## src/rtl/read_iq_param.sv

```systemverilog
// IQ unpacker: pops packed words from the raw-sample FIFO, splits them into
// signed I/Q pairs, quantises each sample and writes I and Q FIFOs in lockstep.
module read_iq_param #(
    parameter int unsigned IN_WIDTH     = 64,
    parameter int unsigned SAMPLE_WIDTH = 16,
    parameter int unsigned QUANT_BITS   = 10,
    parameter int unsigned OUT_WIDTH    = 32
) (
    input  logic                 clock,
    input  logic                 reset,
    output logic                 in_rd_en,
    input  logic                 in_empty,
    input  logic [IN_WIDTH-1:0]  in_dout,
    output logic                 out_wr_en,
    input  logic                 out_full,
    output logic [OUT_WIDTH-1:0] out_din,
    output logic                 out_wr_en_2,
    input  logic                 out_full_2,
    output logic [OUT_WIDTH-1:0] out_din_2,
    input  logic                 swap_iq,
    output logic [31:0]          sample_count
);

    localparam int unsigned PAIR_W   = 2 * SAMPLE_WIDTH;
    localparam int unsigned PAIRS    = IN_WIDTH / PAIR_W;
    localparam int unsigned IDX_W    = (PAIRS > 1) ? $clog2(PAIRS) : 1;
    localparam int unsigned LAST_IDX = PAIRS - 1;

    typedef enum logic {
        S_LOAD,
        S_EMIT
    } state_t;

    state_t              state, state_d;
    logic [IN_WIDTH-1:0] word_r, word_d;
    logic                swap_r, swap_d;
    logic [IDX_W-1:0]    idx_r, idx_d;
    logic [31:0]         count_r, count_d;

    logic                wr_ok;
    logic                last_pair;
    logic [PAIR_W-1:0]   pair_sel;
    logic [OUT_WIDTH-1:0] quant_i;
    logic [OUT_WIDTH-1:0] quant_q;

    // Sign-extend to the output width, then shift left by the quantisation amount.
    function automatic logic [OUT_WIDTH-1:0] quantise(input logic [SAMPLE_WIDTH-1:0] s);
        logic signed [OUT_WIDTH-1:0] ext;
        ext = OUT_WIDTH'($signed(s));
        return ext <<< QUANT_BITS;
    endfunction

    // Select the current pair out of the captured word.
    always_comb begin
        pair_sel = '0;
        for (int k = 0; k < PAIRS; k++) begin
            if (idx_r == IDX_W'(k)) begin
                pair_sel = word_r[k*PAIR_W +: PAIR_W];
            end
        end
    end

    assign quant_i   = quantise(pair_sel[SAMPLE_WIDTH-1:0]);
    assign quant_q   = quantise(pair_sel[PAIR_W-1:SAMPLE_WIDTH]);
    assign out_din   = swap_r ? quant_q : quant_i;
    assign out_din_2 = swap_r ? quant_i : quant_q;

    assign wr_ok        = !out_full && !out_full_2;
    assign last_pair    = (idx_r == IDX_W'(LAST_IDX));
    assign sample_count = count_r;

    // Next-state, register updates and FIFO handshakes.
    always_comb begin
        state_d     = state;
        word_d      = word_r;
        swap_d      = swap_r;
        idx_d       = idx_r;
        count_d     = count_r;
        in_rd_en    = 1'b0;
        out_wr_en   = 1'b0;
        out_wr_en_2 = 1'b0;

        case (state)
            S_LOAD: begin
                // Reset gating keeps the pop low while reset is held.
                if (reset && !in_empty) begin
                    in_rd_en = 1'b1;
                    word_d   = in_dout;
                    swap_d   = swap_iq;
                    idx_d    = '0;
                    state_d  = S_EMIT;
                end
            end
            S_EMIT: begin
                if (wr_ok) begin
                    out_wr_en   = 1'b1;
                    out_wr_en_2 = 1'b1;
                    count_d     = count_r + 32'd1;
                    if (!last_pair) begin
                        idx_d = idx_r + IDX_W'(1);
                    end else if (!in_empty) begin
                        // Back-to-back reload keeps one pair per cycle across words.
                        in_rd_en = 1'b1;
                        word_d   = in_dout;
                        swap_d   = swap_iq;
                        idx_d    = '0;
                    end else begin
                        state_d = S_LOAD;
                    end
                end
            end
            default: begin
                state_d = S_LOAD;
            end
        endcase
    end

    always_ff @(posedge clock or negedge reset) begin
        if (!reset) begin
            state   <= S_LOAD;
            word_r  <= '0;
            swap_r  <= 1'b0;
            idx_r   <= '0;
            count_r <= '0;
        end else begin
            state   <= state_d;
            word_r  <= word_d;
            swap_r  <= swap_d;
            idx_r   <= idx_d;
            count_r <= count_d;
        end
    end

endmodule

```

## config.mk

```make
export PLATFORM = sky130hd
export DESIGN_NAME = read_iq_param
export DESIGN_NICKNAME = d
export VERILOG_FILES = /design/src/rtl/read_iq_param.sv
export SDC_FILE = /design/constraint.sdc
export NUM_CORES = 1
export LEC_CHECK = 0
export ABC_AREA = 1
export BUFFER_PORTS_ARGS = -buffer_cell sky130_fd_sc_hd__buf_2
export CELL_PAD_IN_SITES_DETAIL_PLACEMENT = 0
export CELL_PAD_IN_SITES_GLOBAL_PLACEMENT = 1
export CORE_AREA = 2 2 98 194
export CTS_CLUSTER_SIZE = 12
export DETAILED_ROUTE_END_ITERATION = 7
export DIE_AREA = 0 0 100 196
export HOLD_SLACK_MARGIN = 0.03
export MAX_ROUTING_LAYER = met4
export PLACE_DENSITY_LB_ADDON = 0.1
export SETUP_SLACK_MARGIN = 0.3
export SLEW_MARGIN = 20
export SYNTH_ARGS = -nofsm -noshare
export SYNTH_HDL_FRONTEND = slang
export SYNTH_SLANG_ARGS = --single-unit
```

## constraint.sdc

```tcl
create_clock -name clock -period 1.6 [get_ports clock]
set_input_delay 0.08 -clock clock [delete_from_list [all_inputs] [get_ports clock]]
set_output_delay 0.08 -clock clock [all_outputs]
set_load 0.1 [all_outputs]
```

==> flow_summary_export.csv, run 1 <==
group,metric,value,unit
run_status,status,"complete, but fails checks",
run_status,violations,"hold timing, setup timing",
synthesis,synth_fa_ha_area_share,0.235,%
die,core,18200,um2
synthesis,avgSynthCellArea,7.85,um2
global_routing,grt_util_all_layers,21.0,%
synthesis,synthXorXnorAreaFrac,3.12,%
critical_path,setup.worst_path.start_class,"flop",
global_routing,grt_pass1_vias,5584,
global_routing,grt_max_degree,101,
clocking,holdBufCountCts,66,
critical_path,crit_fanout,10,
sta,finalCriticalPeriod,1900,ps
sta,max_freq,527,MHz
sta,fin_tns_setup,-16220,ps
routing,postRouteAntennaNets,0,
routing,drt_iter0_drc,177,
die,die_height,196,um
synthesis,synth-seq-cells,99,
die,start_util,29.3,%
clocking,clkTransAtPathRegs,70,ps
sta,maxSlewViolCount,0,
finish,syn_to_final_growth,86.6,%
sta,rsz0062_at_grt,"true",
die,die_w,100,um
critical_path,worstSetupPathType,"flop to output port",
die,pin_count,169,
critical_path,critPathRequiredTime,1520,ps
clocking,cts_tree,"yes",
clocking,insertion_delay,360,ps
routing,dr.pass1.iters,6,
global_routing,antenna_found_initial,0,
clocking,cts_buffers,9,
critical_path,critPathLaunch,"idx_r",
clocking,clk_path_buf_depth,2,
sta,finalSetupViolCount,111,
sta,hold_ws,-206,ps
critical_path,cp.arrival,1820,ps
synthesis,synth_cells,679,
critical_path,crit-reg2reg-launch,"idx_r",
sta,slew_headroom,59.0,%
finish,final_util,54.6,%
min_path,timing.hold.worst.class,"input port to async pin",
die,rows,70,
synthesis,synth_top_family_by_area,"simple AND/OR/NAND/NOR gates",
clocking,htreeDepth,3,
routing,num_vias,5271,
finish,nets,1009,
synthesis,synth-simple-area-share,29.3,%
synthesis,yosysUniqueCellTypes,32,
placed_design,dp_hpwl,13700,um
global_routing,overflow,0,
sta,setup_slack,-297,ps
sta,fin_crit_sh,119,%
finish,antennaDiodeCount,0,
global_routing,grt_pass1_wl,30300,um
synthesis,muxShareOfSynthArea,6.01,%
routing,routedWlPerCell,17.0,um
sta,hold_viol,99,
finish,drive_gt1_share,47.8,%
sta,tightest_slew,615,ps
routing,via_per_inst,4.55,
critical_path,crit_path_end_kind,"output port",
placed_design,routabilityCongestion,0.815,
synthesis,ys_warn_count,0,
run,max-cap-violations,0,
sta,fin_skew,25.6,ps
clocking,cts.sinks,99,
synthesis,seq_area_frac_synth,46.5,%
die,dieArea,19600,um2
synthesis,syn_area,5330,um2
routing,wl,19700,um
synthesis,synth_compound_area_share,3.90,%
clocking,cts_root_buf,"clkbuf_16",
placed_design,port_buffers,148,
routing,drc,0,
## worst max-delay path: stages (launching register included)
cell and delay (ps):
dfrtp_2 450, buf_8 220, mux2i_4 280, inv_1 90, nor2_2 200, a21oi_4 60, buf_12 180
## timing repair
| item | in CTS | in global routing |
|---|---|---|
| gates resized for setup | 125 | 65 |
| pin swaps | 36 | 51 |
| setup buffers | 25 | 16 |
| cloned | 5 | 2 |
| endpoints found under the hold margin | 165 | 99 |
| setup endpoints to repair | 164 | 140 |
## final cells by class
| class | count | area [um2] |
|---|---|---|
| Clock buffer | 11 | 233 |
| Clock inverter | 5 | 62.6 |
| Fill cell | 1678 | 8270 |
| Inverter | 48 | 188 |
| Multi-Input combinational cell | 493 | 3450 |
| Sequential cell | 99 | 2600 |
| Tap cell | 216 | 270 |
| Timing Repair Buffer | 287 | 3150 |
## state kept, by name, indices dropped and copies added (netlist names)
name and cells:
word_r 64, sample_count 32, state 1, swap_r 1, idx_r 1
## worst paths after layout
kind | slack, ps | depth (start not counted) | end
max | -300 | 6 | out_din_2[20]
min | -210 | 2 | sample_count[18]
max reg2reg | -160 | 11 | word_r[27]
min reg2reg | 480 | 2 | word_r[62]
max in group asynchronous | 1240 | 2 | sample_count[3]
min in group clock | 70 | 4 | state
## stage by stage
step	std cells	hold WS, ps	setup slack, ps	cell area [um2]
final	1159	-206	-297	9940
after global routing	1159	-141	-334	9940
after CTS	1141	-131	-282	9510
after detailed placement	1029	254	-117	7750
after global placement	1029	249	-113	7750
after floorplan	698	-216	-419	6310
## layer usage
layer | track usage, % | part of all wire [%] | vias up | wire length (um)
met1 | 21.0 | 35 | 2555 | 6830
li1 | - | - | 2570 | -
met5 | - | 0 | - | 0
met2 | 39.3 | 58 | 117 | 11500
met3 | 2.89 | 2.6 | 29 | 514
met4 | 9.54 | 4.3 | 0 | 854
## cells in the mapped netlist
library cell | number | area, um2
inv_2 | 2 | 7.51
o21ai_0 | 18 | 90.1
buf_1 | 2 | 7.51
ha_1 | 1 | 12.5
buf_4 | 40 | 300
nor2_1 | 53 | 199
mux2i_1 | 32 | 320
nor2_2 | 1 | 6.26
inv_1 | 46 | 173
nand3b_1 | 2 | 15.0
buf_6 | 3 | 33.8
dfrtp_1 | 99 | 2480
o21bai_1 | 1 | 7.51
nand3_4 | 1 | 17.5
nand4_1 | 8 | 50.1
xor2_1 | 7 | 61.3
a21oi_1 | 19 | 95.1
xnor2_1 | 12 | 105
and2_1 | 1 | 6.26
nor2_4 | 2 | 22.5
nand2_2 | 3 | 18.8
nor2_8 | 1 | 20.0
nand2_1 | 287 | 1080
nor3_4 | 1 | 16.3
nand3_1 | 12 | 60.1
nor3_1 | 8 | 40.0
buf_2 | 8 | 40.0
nand2_4 | 1 | 11.3
clkbuf_1 | 5 | 18.8
conb_1 | 1 | 3.75
o21ai_2 | 1 | 8.76
a31oi_1 | 1 | 6.26
## cells by family after synthesis
family | after synthesis
simple gates | 381
xor+xnor | 19
buf+inv | 106
mux | 32
flops | 99
fa+ha+maj | 1
other cells | 1
compound gates | 40
## cells in the final DEF, fill, tap and decap left out, types with 16 or more instances in the layout
cell type	synthesis	layout
a21oi_4	0	16
buf_12	0	58
buf_2	8	71
buf_4	40	59
buf_6	3	21
conb_1	1	20
dfrtp_1	99	65
dfrtp_4	0	31
dlygate4sd3_1	0	66
inv_1	46	38
nand2_1	287	241
nand2_2	3	33
nand2_4	1	16
nor2_2	1	18
nor2_4	2	25
Power of run 1 is not shown: default switching activity piles up to over one toggle a cycle in this logic, so the estimate is an artifact.
==> run 2, diff against run 1 <==
--- a/config.mk
+++ b/config.mk
@@ -9,10 +9,10 @@
 export BUFFER_PORTS_ARGS = -buffer_cell sky130_fd_sc_hd__buf_2
 export CELL_PAD_IN_SITES_DETAIL_PLACEMENT = 0
 export CELL_PAD_IN_SITES_GLOBAL_PLACEMENT = 1
-export CORE_AREA = 2 2 98 194
+export CORE_AREA = 2 2 109 216
 export CTS_CLUSTER_SIZE = 12
 export DETAILED_ROUTE_END_ITERATION = 7
-export DIE_AREA = 0 0 100 196
+export DIE_AREA = 0 0 111 218
 export HOLD_SLACK_MARGIN = 0.03
 export MAX_ROUTING_LAYER = met4
 export PLACE_DENSITY_LB_ADDON = 0.1
==> constraint.sdc (replaced) <==
create_clock -name clock -period 1.6 [get_ports clock]
set_input_delay 0.08 -clock clock [delete_from_list [all_inputs] [get_ports clock]]
set_output_delay 0.08 -clock clock [all_outputs]
set_load 0.02 [all_outputs]
==> flow_summary_export.csv, run 2 (synthesized netlist as in run 1, its figures left out) <==
group,metric,value,unit
routing,drt_iter0_drc,178,
power_and_ir_drop,p_per_area,1650,nW/um2
critical_path,crit_fanout,6,
global_routing,grt_pass1_wl,32100,um
sta,tightest_slew,609,ps
critical_path,crit-reg2reg-launch,"idx_r",
run_status,status,"complete, but fails checks",
critical_path,slowest_stage,"dfrtp_2",
placed_design,dp_hpwl,14300,um
clocking,cts_tree,"yes",
global_routing,antenna_found_initial,0,
critical_path,worstSetupPathType,"flop to output port",
sta,fin_skew,11.4,ps
power_and_ir_drop,max-vdd-ir-drop,0.00132,V
critical_path,cp_top_family,"buffers and inverters",
routing,num_vias,5418,
placed_design,post-place-ws,-105,ps
min_path,timing.hold.worst.class,"input port to async pin",
critical_path,critPathLaunch,"idx_r",
routing,postRouteAntennaNets,0,
critical_path,crit_chain,"buf_12 > buf_8 > clkbuf_16 > mux2i_1 > inv_1 > nor2_1 > a21oi_1 > buf_4",
finish,drive_gt1_share,49.2,%
routing,wl,22600,um
die,rows,78,
sta,finalCriticalPeriod,1830,ps
finish,regMostFlops,"word_r",
critical_path,critPathBufInv,5,
clocking,cts_root_buf,"clkbuf_16",
global_routing,grt_max_degree,101,
finish,final_util,42.6,%
clocking,cts_buffers,9,
run,max-cap-violations,0,
sta,hold_ws,-203,ps
global_routing,overflow,0,
die,die_height,218,um
routing,routedWlPerCell,18.0,um
finish,layout_commonest_cell,"nand2_1",
clocking,insertion_delay,360,ps
sta,rsz0062_at_grt,"true",
finish,syn_to_final_growth,80.0,%
sta,hold_viol,99,
sta,maxSlewViolCount,0,
die,die_w,111,um
critical_path,cp.arrival,1750,ps
run_status,violations,"hold timing, setup timing",
clocking,htreeDepth,3,
clocking,cts.sinks,99,
routing,drc,0,
finish,largest_reg_flops,64,
critical_path,setup.worst_path.start_class,"flop",
die,start_util,23.6,%
sta,max_freq,546,MHz
critical_path,rrSetupSlack,-70,ps
placed_design,port_buffers,148,
placed_design,routabilityCongestion,0.852,
routing,dr.pass1.iters,4,
global_routing,grt_pass1_vias,5666,
sta,fin_tns_setup,-8620,ps
die,dieArea,24200,um2
finish,nets,1038,
critical_path,crit_path_end_kind,"output port",
critical_path,r2r-end,"word_r[12]",
clocking,clkTransAtPathRegs,70,ps
clocking,holdBufCountCts,66,
die,core,22500,um2
finish,antennaDiodeCount,0,
critical_path,critPathRequiredTime,1520,ps
die,pin_count,169,
critical_path,critPathMaxStageDelay,430,ps
global_routing,grt_util_all_layers,18.3,%
power_and_ir_drop,total_leakage_power,4.95,nW
finish,fillers,2271,
sta,slew_headroom,59.4,%
sta,finalSetupViolCount,60,
critical_path,rr_worst_depth,12,
routing,via_per_inst,4.33,
sta,setup_slack,-233,ps
clocking,clk_path_buf_depth,2,
finish,final_cell_mix,"215 x nand2_1, 114 x buf_2, 74 x dfrtp_1, 66 x dlygate4sd3_1, 66 x buf_4",
sta,fin_crit_sh,115,%
==> run 2: cell count changes in the layout (fill, tap and decap cells not counted), sizes merged <==
| cell | change |
|---|---|
| buf | +25 |
| bufbuf | -3 |
| bufinv | +2 |
| clkbuf | +8 |
| clkinv | -1 |
| clkinvlp | -1 |
| inv | -1 |
==> run 2: layout make-up <==
class | instances | area (um2) | area share (%)
Inverter | 48 | 190 | 1.98
Timing Repair Buffer | 316 | 2930 | 30.5
Clock buffer | 12 | 246 | 2.57
Clock inverter | 4 | 97.6 | 1.02
Multi-Input combinational cell | 493 | 3270 | 34.1
Sequential cell | 99 | 2510 | 26.1
Tap cell | 280 | 350 | 3.65
==> run 2: worst max-delay path by stage <==
stage	end	slack, ps	cells past startpoint
6_report	out_din_2[24]	-230	8
5_1_grt	out_din_2[23]	-300	8
4_1_cts	out_din_2[23]	-270	7
3_5_place_dp	out_din_2[19]	-100	6
3_3_place_gp	sample_count[24]	-120	7
2_1_floorplan	out_din_2[26]	170	5
==> run 2: what timing repair did <==
action	4_1_cts	5_1_grt
setup endpoints to repair	136	138
resized for setup	134	181
gates cloned	9	9
buffers inserted	39	23
endpoints found under the hold margin	165	99
pin swaps	48	51
==> run 2: through the flow <==
step	area [um2]	cells	hold WS (ps)	total power [mW]
floorplan	5610	698	-216	8.86
global placement	6500	1090	239	10.5
detailed placement	6500	1090	243	10.5
CTS	8590	1220	-147	14.4
global route	9590	1252	-147	16.7
finish	9590	1252	-203	15.8
==> run 2: report_power, final <==
group	leakage [nW]	switching (mW)	internal [mW]	total, mW
clock network	0.163	1.04	1.58	2.62
logic	3.56	4.95	4.16	9.11
registers	1.22	0.734	3.37	4.11
==> run 2: per-layer routing <==
| layer | routed length (um) | track usage [%] |
|---|---|---|
| met1 | 7700 | 17.1 |
| met2 | 13400 | 35.7 |
| met3 | 633 | 2.33 |
| met4 | 864 | 9.54 |
| met5 | 0 | - |
No activity file was read; power rests on OpenSTA's default activity.
==> run 3, diff against run 2 <==
--- a/config.mk
+++ b/config.mk
@@ -10,6 +10,7 @@
 export CELL_PAD_IN_SITES_DETAIL_PLACEMENT = 0
 export CELL_PAD_IN_SITES_GLOBAL_PLACEMENT = 1
 export CORE_AREA = 2 2 109 216
+export CTS_CLUSTER_DIAMETER = 80
 export CTS_CLUSTER_SIZE = 12
 export DETAILED_ROUTE_END_ITERATION = 7
 export DIE_AREA = 0 0 111 218
@@ -17,7 +18,7 @@
 export MAX_ROUTING_LAYER = met4
 export PLACE_DENSITY_LB_ADDON = 0.1
 export SETUP_SLACK_MARGIN = 0.3
-export SLEW_MARGIN = 20
+export SLEW_MARGIN = 5
 export SYNTH_ARGS = -nofsm -noshare
 export SYNTH_HDL_FRONTEND = slang
 export SYNTH_SLANG_ARGS = --single-unit
==> constraint.sdc (replaced) <==
create_clock -name clock -period 2 [get_ports clock]
set_input_delay 0.1 -clock clock [delete_from_list [all_inputs] [get_ports clock]]
set_output_delay 0.1 -clock clock [all_outputs]
set_load 0.02 [all_outputs]
==> flow_summary_export.csv, run 3 (synthesized netlist as in run 1, its figures left out) <==
group,metric,value,unit
run_status,status,"finished clean",
finish,final_cell_mix,"286 x nand2_1, 124 x buf_2, 95 x dfrtp_1, 67 x dlygate4sd3_1, 47 x nor2_1",
finish,fin_cells,1179,
die,start_util,23.6,%
sta,finalSetupViolCount,0,
clocking,clkTransAtPathRegs,70,ps
clocking,clk_path_buf_depth,2,
clocking,insertion_delay,370,ps
sta,maxSlewViolCount,0,
routing,num_vias,5005,
critical_path,cp.arrival,1780,ps
critical_path,setup.worst_path.start_class,"flop",
min_path,worstHoldPathCells,4,
power_and_ir_drop,power,11.1,mW
critical_path,worstSetupPathType,"flop to output port",
global_routing,antenna_found_initial,0,
finish,syn_to_final_growth,44.6,%
critical_path,crit_fanout,8,
finish,antennaDiodeCount,0,
clocking,htreeDepth,3,
critical_path,rr_worst_depth,10,
finish,design_area,7710,um2
placed_design,post-place-cells,1079,
global_routing,grt_pass1_wl,29600,um
sta,tightest_slew,629,ps
finish,nets,966,
die,core,22500,um2
sta,fin_crit_sh,94.2,%
power_and_ir_drop,max-vdd-ir-drop,0.00131,V
sta,max_freq,531,MHz
power_and_ir_drop,p_per_area,1430,nW/um2
min_path,hp-start,"out_full",
routing,wl,19000,um
clocking,cts.sinks,99,
routing,via_per_inst,4.25,
global_routing,grt_max_degree,101,
sta,hold_viol,0,
sta,slew_headroom,58.0,%
global_routing,overflow,0,
routing,routedWlPerCell,16.2,um
placed_design,dp_hpwl,13100,um
run,max-cap-violations,0,
placed_design,placed_cell_area,6250,um2
critical_path,crit_path_end_kind,"output port",
critical_path,r2r-end,"sample_count[14]",
global_routing,grt_util_all_layers,16.7,%
die,rows,78,
finish,drive_gt1_share,26.5,%
power_and_ir_drop,total_leakage_power,3.99,nW
critical_path,rrSetupSlack,390,ps
die,dieArea,24200,um2
critical_path,crit-reg2reg-launch,"sample_count[0]",
clocking,cts_tree,"yes",
clocking,cts_root_buf,"clkbuf_16",
die,die_height,218,um
die,die_w,111,um
sta,fin_skew,7.91,ps
global_routing,grt_pass1_vias,5279,
routing,dr.pass1.iters,4,
min_path,whs_endpoint,"sample_count[1]",
routing,drc,0,
placed_design,port_buffers,148,
min_path,timing.hold.worst.class,"input port to flop",
sta,rsz0062_at_grt,"true",
sta,finalCriticalPeriod,1880,ps
routing,postRouteAntennaNets,0,
finish,regMostFlops,"word_r",
finish,layout_commonest_cell,"nand2_1",
die,pin_count,169,
finish,largest_reg_flops,64,
placed_design,routabilityCongestion,0.775,
clocking,cts_buffers,9,
routing,drt_iter0_drc,195,
critical_path,critPathRequiredTime,1900,ps
## run 3: per-layer routing
layer	up-vias	wire, um	track usage [%]
li1	2477	-	-
met1	2389	7030	16.8
met2	125	10900	32.2
met3	14	768	2.78
met4	0	355	6.13
met5	-	0	-
## run 3: metrics by stage
step	hold slack, ps	setup WS [ps]	util (%)	TNS (ps)
after floorplan	-196	399	-	0
after global placement	287	-120	27.7	-226
after detailed placement	288	-110	27.7	-184
after CTS	107	105	33.7	0
after global routing	134	26.9	34.2	0
final	124	117	34.2	0
## run 3: power by group
part	internal, mW	total (mW)	switching, mW
combinational	2.52	6.03	3.51
clock	0.966	1.83	0.868
sequential	2.69	3.19	0.504
## run 3: layout make-up
type,count,area [um2]
Tap cell,280,350
Clock buffer,9,225
Timing Repair Buffer,244,1880
Fill cell,2422,14800
Sequential cell,99,2480
Multi-Input combinational cell,493,2520
Clock inverter,6,67.6
Inverter,48,183
## run 3: worst max-delay path: stages, from the launching register on
cell	delay, ps
dfrtp_2	430
buf_6	150
buf_16	150
mux2i_2	190
o21ai_2	260
buf_2	220
## run 3: what timing repair did
item,4_1_cts,5_1_grt
endpoints found under the setup margin,48,76
cloned,4,0
hold endpoints to repair,165,0
setup buffers,10,4
resized for setup,47,29
hold buffers,67,0
pin swaps,5,3
## run 3: worst max-delay path by stage
stage                                 from          endpoint  slack (ps)
after CTS                            idx_r       out_din[25]         110
after global routing                 idx_r     out_din_2[29]          30
after global placement    sample_count[14]  sample_count[27]        -120
after floorplan                      idx_r       out_din[26]         400
final                                idx_r     out_din_2[29]         120
after detailed placement  sample_count[14]  sample_count[27]        -110
